===== src/rtl/hazard_scoreboard.sv =====
// Hazard unit with MD scoreboard: E/D forwarding, load-use/branch/MD stalls, stall counter.
// Latency: forwarding and stall controls combinational; MD busy/done from registered state.
// Backpressure: any hazard asserts StallF/StallD/FlushE together; no input is ever refused.
module hazard_scoreboard #(
    parameter int REG_W  = 5,
    parameter int MD_LAT = 4,
    parameter int STAT_W = 16
) (
    input  logic              clk,
    input  logic              rst_n,
    input  logic [REG_W-1:0]  RsD,
    input  logic [REG_W-1:0]  RtD,
    input  logic [REG_W-1:0]  RsE,
    input  logic [REG_W-1:0]  RtE,
    input  logic [REG_W-1:0]  WriteRegE,
    input  logic [REG_W-1:0]  WriteRegM,
    input  logic [REG_W-1:0]  WriteRegW,
    input  logic              RegWriteE,
    input  logic              RegWriteM,
    input  logic              RegWriteW,
    input  logic              MemtoRegE,
    input  logic              MemtoRegM,
    input  logic              BranchD,
    input  logic              MdOpD,
    input  logic              MdStartE,
    input  logic [REG_W-1:0]  MdDestE,
    input  logic              StatClr,
    output logic [1:0]        ForwardAE,
    output logic [1:0]        ForwardBE,
    output logic              ForwardAD,
    output logic              ForwardBD,
    output logic              StallF,
    output logic              StallD,
    output logic              FlushE,
    output logic              MdBusy,
    output logic              MdDone,
    output logic [STAT_W-1:0] StallCount
);

    // Countdown start value: the result lands MD_LAT-1 cycles after the launch edge.
    localparam logic [3:0] MD_LOAD = 4'(MD_LAT - 1);
    localparam logic [STAT_W-1:0] STAT_MAX = {STAT_W{1'b1}};

    logic [3:0]        cnt_q, cnt_d;
    logic [REG_W-1:0]  pend_reg_q, pend_reg_d;
    logic [STAT_W-1:0] stall_count_q, stall_count_d;

    logic lwstall;
    logic branchstall;
    logic mdstall;
    logic pend_valid;
    logic stall;

    // E-stage operand forwarding; the younger M result wins over W.
    always_comb begin
        ForwardAE = 2'b00;
        ForwardBE = 2'b00;
        if (RsE != '0 && RsE == WriteRegM && RegWriteM)      ForwardAE = 2'b10;
        else if (RsE != '0 && RsE == WriteRegW && RegWriteW) ForwardAE = 2'b01;
        if (RtE != '0 && RtE == WriteRegM && RegWriteM)      ForwardBE = 2'b10;
        else if (RtE != '0 && RtE == WriteRegW && RegWriteW) ForwardBE = 2'b01;
        ForwardAD = (RsD != '0) && (RsD == WriteRegM) && RegWriteM;
        ForwardBD = (RtD != '0) && (RtD == WriteRegM) && RegWriteM;
    end

    // Hazard detection; a register-0 destination never creates a dependency.
    always_comb begin
        MdBusy      = (cnt_q != 4'd0);
        MdDone      = (cnt_q == 4'd1);
        pend_valid  = MdBusy && (pend_reg_q != '0);
        lwstall     = MemtoRegE && (RtE != '0) && (RsD == RtE || RtD == RtE);
        branchstall = BranchD &&
                      ((RegWriteE && WriteRegE != '0 && (WriteRegE == RsD || WriteRegE == RtD)) ||
                       (MemtoRegM && WriteRegM != '0 && (WriteRegM == RsD || WriteRegM == RtD)));
        // Held through the MdDone cycle; the GPR write is not visible to D until cnt is 0.
        mdstall     = (MdOpD && MdBusy) ||
                      (pend_valid && (RsD == pend_reg_q || RtD == pend_reg_q));
        stall       = lwstall || branchstall || mdstall;
        StallF      = stall;
        StallD      = stall;
        FlushE      = stall;
        StallCount  = stall_count_q;
    end

    // MD scoreboard next state: launch only when idle, otherwise count down.
    // A launch coinciding with FlushE still proceeds; the MD op is already in E.
    always_comb begin
        cnt_d      = cnt_q;
        pend_reg_d = pend_reg_q;
        if (cnt_q != 4'd0) begin
            cnt_d = cnt_q - 4'd1;
        end else if (MdStartE) begin
            cnt_d      = MD_LOAD;
            pend_reg_d = MdDestE;
        end
    end

    // Stall-cycle counter next state: clear beats increment, saturate at all-ones.
    always_comb begin
        stall_count_d = stall_count_q;
        if (StatClr)                                stall_count_d = '0;
        else if (stall && stall_count_q != STAT_MAX) stall_count_d = stall_count_q + 1'b1;
    end

    // State registers; reset abandons any in-flight MD op without a done pulse.
    always_ff @(posedge clk or negedge rst_n) begin
        if (!rst_n) begin
            cnt_q         <= 4'd0;
            pend_reg_q    <= '0;
            stall_count_q <= '0;
        end else begin
            cnt_q         <= cnt_d;
            pend_reg_q    <= pend_reg_d;
            stall_count_q <= stall_count_d;
        end
    end

endmodule


===== config.mk =====
export PLATFORM = sky130hd
export DESIGN_NAME = hazard_scoreboard
export DESIGN_NICKNAME = d
export VERILOG_FILES = /design/src/rtl/hazard_scoreboard.sv
export SDC_FILE = /design/constraint.sdc
export NUM_CORES = 1
export LEC_CHECK = 0
export ABC_AREA = 1
export BUFFER_PORTS_ARGS = -buffer_cell sky130_fd_sc_hd__buf_2
export CORE_AREA = 2 2 82 84
export CTS_CLUSTER_SIZE = 20
export DETAILED_ROUTE_END_ITERATION = 12
export DIE_AREA = 0 0 84 86
export HOLD_SLACK_MARGIN = 0.05
export PLACE_DENSITY_LB_ADDON = 0.08
export SYNTH_ARGS = -nofsm -noshare
export SYNTH_HDL_FRONTEND = slang
export SYNTH_SLANG_ARGS = --single-unit

===== constraint.sdc =====
create_clock -name clk -period 3.2 [get_ports clk]
set_clock_uncertainty 0.1 [all_clocks]
set_input_delay 0.32 -clock clk [delete_from_list [all_inputs] [get_ports clk]]
set_output_delay 0.32 -clock clk [all_outputs]
set_load 0.005 [all_outputs]

# Word level (Yosys, flattened, before mapping)
# Cells that the tools add are included.
# Widths: inputs -> output; s select.
# op_classes
add_sub_neg,2
n_eq_ne,16
n_mux,8
bitwise,1
n_reduce_logical,42
# op_table
op,count
$eq 5x5->1,14
$reduce_bool 5->1,7
$mux 16,2
$logic_and 1x1->1,23
$add 16x1->16 const B,1
$ne 16x16->1 const B,1
$logic_or 1x1->1,8
$mux 4,2
$eq 4x1->1 const B,1
$mux 2,2
$reduce_bool 2->1,2
$reduce_bool 4->1,1
$sub 4x1->4 const B,1
$mux 1,2
$reduce_and 2->1,1
$not 1->1,1
# word_totals
regBits,25
input_bits,51
output_inout_bits,27
elab_cells,72

# Logic depth before layout (Yosys ltp)
# logic_depth
word_depth,10
mapped_depth,15
ltp_nobuf,13

# Least setup slack after synthesis
# OpenSTA, ideal clock, no wires.
# synth_path
path_kind,register -> output
start,reg cnt_q[0]
end,out StallD
arrival_ns,1.644
required_time_ns,2.780
setup_slack_ns,1.136
stages_incl_launch_ff,12
path_buffers,2
path_cell_list,dfrtp_1 -> inv_1 -> ha_1 -> nand2_1 -> nor2_2 -> inv_2 -> nand2_1 -> inv_1 -> a21oi_2 -> nand3_4 -> buf_2 -> buf_4
# synth_between
elab_chain_cells,5
word_cells_on_any_way,6
cone_classes,reduce/logical (6)
# synth_lines
item,line,source
start: declaration,44,"logic [3:0] cnt_q, cnt_d;"
start signal: assignment,112,cnt_q <= cnt_d;
$reduce_bool 4->1 *,68,MdBusy = (cnt_q != 4'd0);
via MdBusy,35,"output logic MdBusy,"
$logic_and 1x1->1,70,pend_valid = MdBusy && (pend_reg_q != '0);
$logic_and 1x1->1,77,(pend_valid && (RsD == pend_reg_q || RtD == pend_reg_q));
$logic_or 1x1->1 *,76,mdstall = (MdOpD && MdBusy) ||
$logic_or 1x1->1 *,78,stall = lwstall || branchstall || mdstall;
end: declaration,33,"output logic StallD,"
# Mark *: on every way through the listed nets, which the timed path passes. The rest lies on a longest branch.

# Worst setup path after layout
# layout_path
start,reg cnt_q[0]
end,out StallD
# layout_between
elab_chain_cells,5
word_cells_on_any_way,6
cone_classes,reduce/logical (6)
# layout_lines
item,line
$reduce_bool 4->1 *,68
$logic_and 1x1->1,70
$logic_and 1x1->1,77
$logic_or 1x1->1 *,76
$logic_or 1x1->1 *,78
# Mark *: on every way between the ends. The rest lies on a longest branch, timed or not.

==> impl_metrics.py <==
metrics = {
    "run_status": {
        "outcome": "finished clean",
    },
    "detailed_routing": {
        "drt_first_pass_iters": 4,
        "antenna_left": 0,
        "dr_total_vias": 2647,
        "wl_per_cell_um": 12.9,
        "drtIter0Drc": 196,
        "viasPerCell": 4.93,
        "routed_wl_mm": 6.92,
        "drc": 0,
    },
    "layout": {
        "finalNetCount": 515,
        "drive_above_1_share": 0.220,
        "final_area_um2": 2940,
        "syn_to_final_growth_pct": 18.2,
        "num_antenna_cells": 0,
        "fin_cells": 537,
        "final_core_util": 0.469,
    },
    "global_routing": {
        "use_met1": 0.292,
        "grt_max_degree": 32,
        "gr-usage-met3": 0.0298,
        "first_global_vias": 2246,
        "grt_pass1_wl_mm": 11.2,
        "busiest_layer": "met1",
        "antenna_found_initial": 0,
        "use_met2": 0.276,
        "grt.total_usage": 0.187,
        "grt_overflow_total": 0,
    },
    "sta": {
        "slew_headroom": 0.410,
        "slew_viol_final": 0,
        "setup_tns_ps": 0,
        "hold_slack_ps": 187,
        "setup_slack_ps": 740,
        "setup_viol": 0,
        "finalHoldViolations": 0,
        "max_freq_ghz": 0.407,
        "fin_crit_sh": 0.769,
        "rsz0062_at_grt": "false",
        "tightest_slew_ps": 884,
        "period_minus_slack_ps": 2460,
    },
    "clock_tree": {
        "ctsHtreeMaxLevel": 1,
        "cts_setup_buffers": 0,
        "cts_buffers": 3,
        "cts_hold_buf": 1,
        "cts_resized": 0,
        "cts-root-buf": "clkbuf_8",
        "clk_path_buf_depth": 2,
        "insertion_delay_ps": 270,
        "cts_tree": "yes",
        "cts.sinks": 25,
        "path_clk_slew_ps": 80,
    },
    "power_and_ir_drop": {
        "power_mw": 1.14,
        "peakVddDrop_v": 0.000353,
        "p_leak_nw": 1.69,
        "power.density_nw_per_um2": 387,
    },
    "critical_path": {
        "crit_path_end_kind": "primary output",
        "critPathKind": "register to primary output",
        "cp-start-kind": "register",
        "cp.required_ps": 2780,
        "cp.arrival_ps": 2040,
        "worst-path-max-fanout": 20,
    },
    "synthesis": {
        "postSynthNetCount": 447,
        "synthCells": 393,
        "synthArstFlopShare": 1.00,
        "synth-edff-count": 0,
        "yosys_register_bits": 25,
        "yosysUniqueCellTypes": 35,
        "synth_warnings": 0,
        "yosysSeqAreaShare": 0.251,
        "synthFlopType": "dfrtp_1",
        "synth_area_um2": 2490,
        "syn_avg_cell_area_um2": 6.33,
    },
    "placement": {
        "place_area_um2": 2890,
        "hpwl_mm": 5.34,
        "numPortBuffers": 77,
        "dpl.cell_count": 532,
        "gp_congestion": 0.904,
        "pre_cts_ws_ps": 943,
    },
    "die": {
        "die_h_um": 86,
        "core_um2": 6280,
        "initial_utilization": 0.396,
        "die_w_um": 84,
        "std_cell_rows": 29,
        "io_pins": 78,
        "dieArea_um2": 7220,
    },
    "worst_hold_path": {
        "hold_class": "input pin to register",
    },
    "run": {
        "max_cap_violations": 0,
    },
}
area by class of cell:
cell class / count / area, um2
Clock buffer: 4 / 45.0
Multi-Input combinational cell: 293 / 1550
Tap cell: 77 / 96.3
Timing Repair Buffer: 78 / 395
Fill cell: 691 / 3340
Sequential cell: 25 / 626
Inverter: 60 / 225
where the power goes:
group | switching, mW | internal (mW)
Combinational | 0.298 | 0.200
Clock | 0.101 | 0.0890
Sequential | 0.0696 | 0.382
Total | 0.468 | 0.671
state kept, by name (all words and copies together), names as in the netlist:
signal      flops
StallCount     16
cnt_q           4
pend_reg_q      5
Yosys cell counts, types with 2 or more instances:
library cell,n,share of area
mux2_2,2,0.0090
nor2_1,33,0.050
inv_2,10,0.015
nand3_1,32,0.064
clkbuf_1,3,0.0045
xnor2_1,15,0.053
nor4_1,3,0.0075
buf_4,3,0.0090
dfrtp_1,25,0.25
nand2_1,112,0.17
o22ai_1,4,0.010
nor2_2,3,0.0075
a21oi_1,10,0.020
a221oi_1,2,0.0070
o21ai_0,11,0.022
o211ai_1,2,0.0060
xor2_1,20,0.070
o2111ai_1,2,0.0070
a211oi_1,2,0.0060
inv_1,49,0.074
buf_2,7,0.014
nand4_1,20,0.050
nor3_1,9,0.018
ha_1,3,0.015
worst max-delay path, cell delays in order, from the launching register on:
cell     delay (ps)
dfrtp_1         430
inv_1            70
ha_1            150
nand2_1          90
nor2_2          200
inv_2            70
nand2_1          70
inv_1            40
a21oi_2         190
nand3_4         250
buf_2           210
cells by family (layout without fill, tap and decap cells):
group / Yosys count / in the layout / synth area share
simple gates: 218 / 218 / 0.392
mux: 2 / 2 / 0.00905
buf+inv: 75 / 142 / 0.124
flops: 25 / 25 / 0.251
fa+ha+maj: 3 / 3 / 0.0151
xor+xnor: 35 / 35 / 0.123
compound gates: 35 / 35 / 0.0855
cells in the final DEF, fill, tap and decap left out:
cell           instances
a311oi_1               1
nand2_4                1
o2111ai_1              2
a221oi_1               2
mux2_2                 2
xnor2_1               15
buf_2                 77
a21oi_2                1
or2_2                  1
nor2_1                33
nor3_2                 1
nor3_1                 9
nand3_1               32
nand4_1               20
o21ai_0               11
a21oi_1               10
nand2_1              112
a211oi_1               2
o211ai_1               2
nor3b_1                1
nor2_2                 3
clkbuf_8               3
inv_1                 49
ha_1                   3
o22ai_1                4
nand3_4                1
clkbuf_1               1
inv_2                 10
xor2_1                20
nor4_1                 3
dfrtp_1               25
clkinv_1               1
nand3_2                1
dlygate4sd3_1          1
per-layer routing:
layer  share of wire  vias to the layer above
li1                -                     1399
met1            0.53                     1175
met2            0.41                       71
met3           0.061                        2
met4          0.0033                        0
met5               0                        -
final timing paths:
path	start	end	slack (ps)	cells past startpoint
max in group asynchronous	rst_n	pend_reg_q[4]	2120	2
min in group asynchronous	rst_n	StallCount[8]	480	2
min reg2reg	cnt_q[1]	cnt_q[1]	420	2
max	cnt_q[0]	StallD	740	10
max reg2reg	StallCount[0]	StallCount[6]	920	11
min	MdDestE[0]	pend_reg_q[0]	190	2
Power figures use the tool's default switching activity.
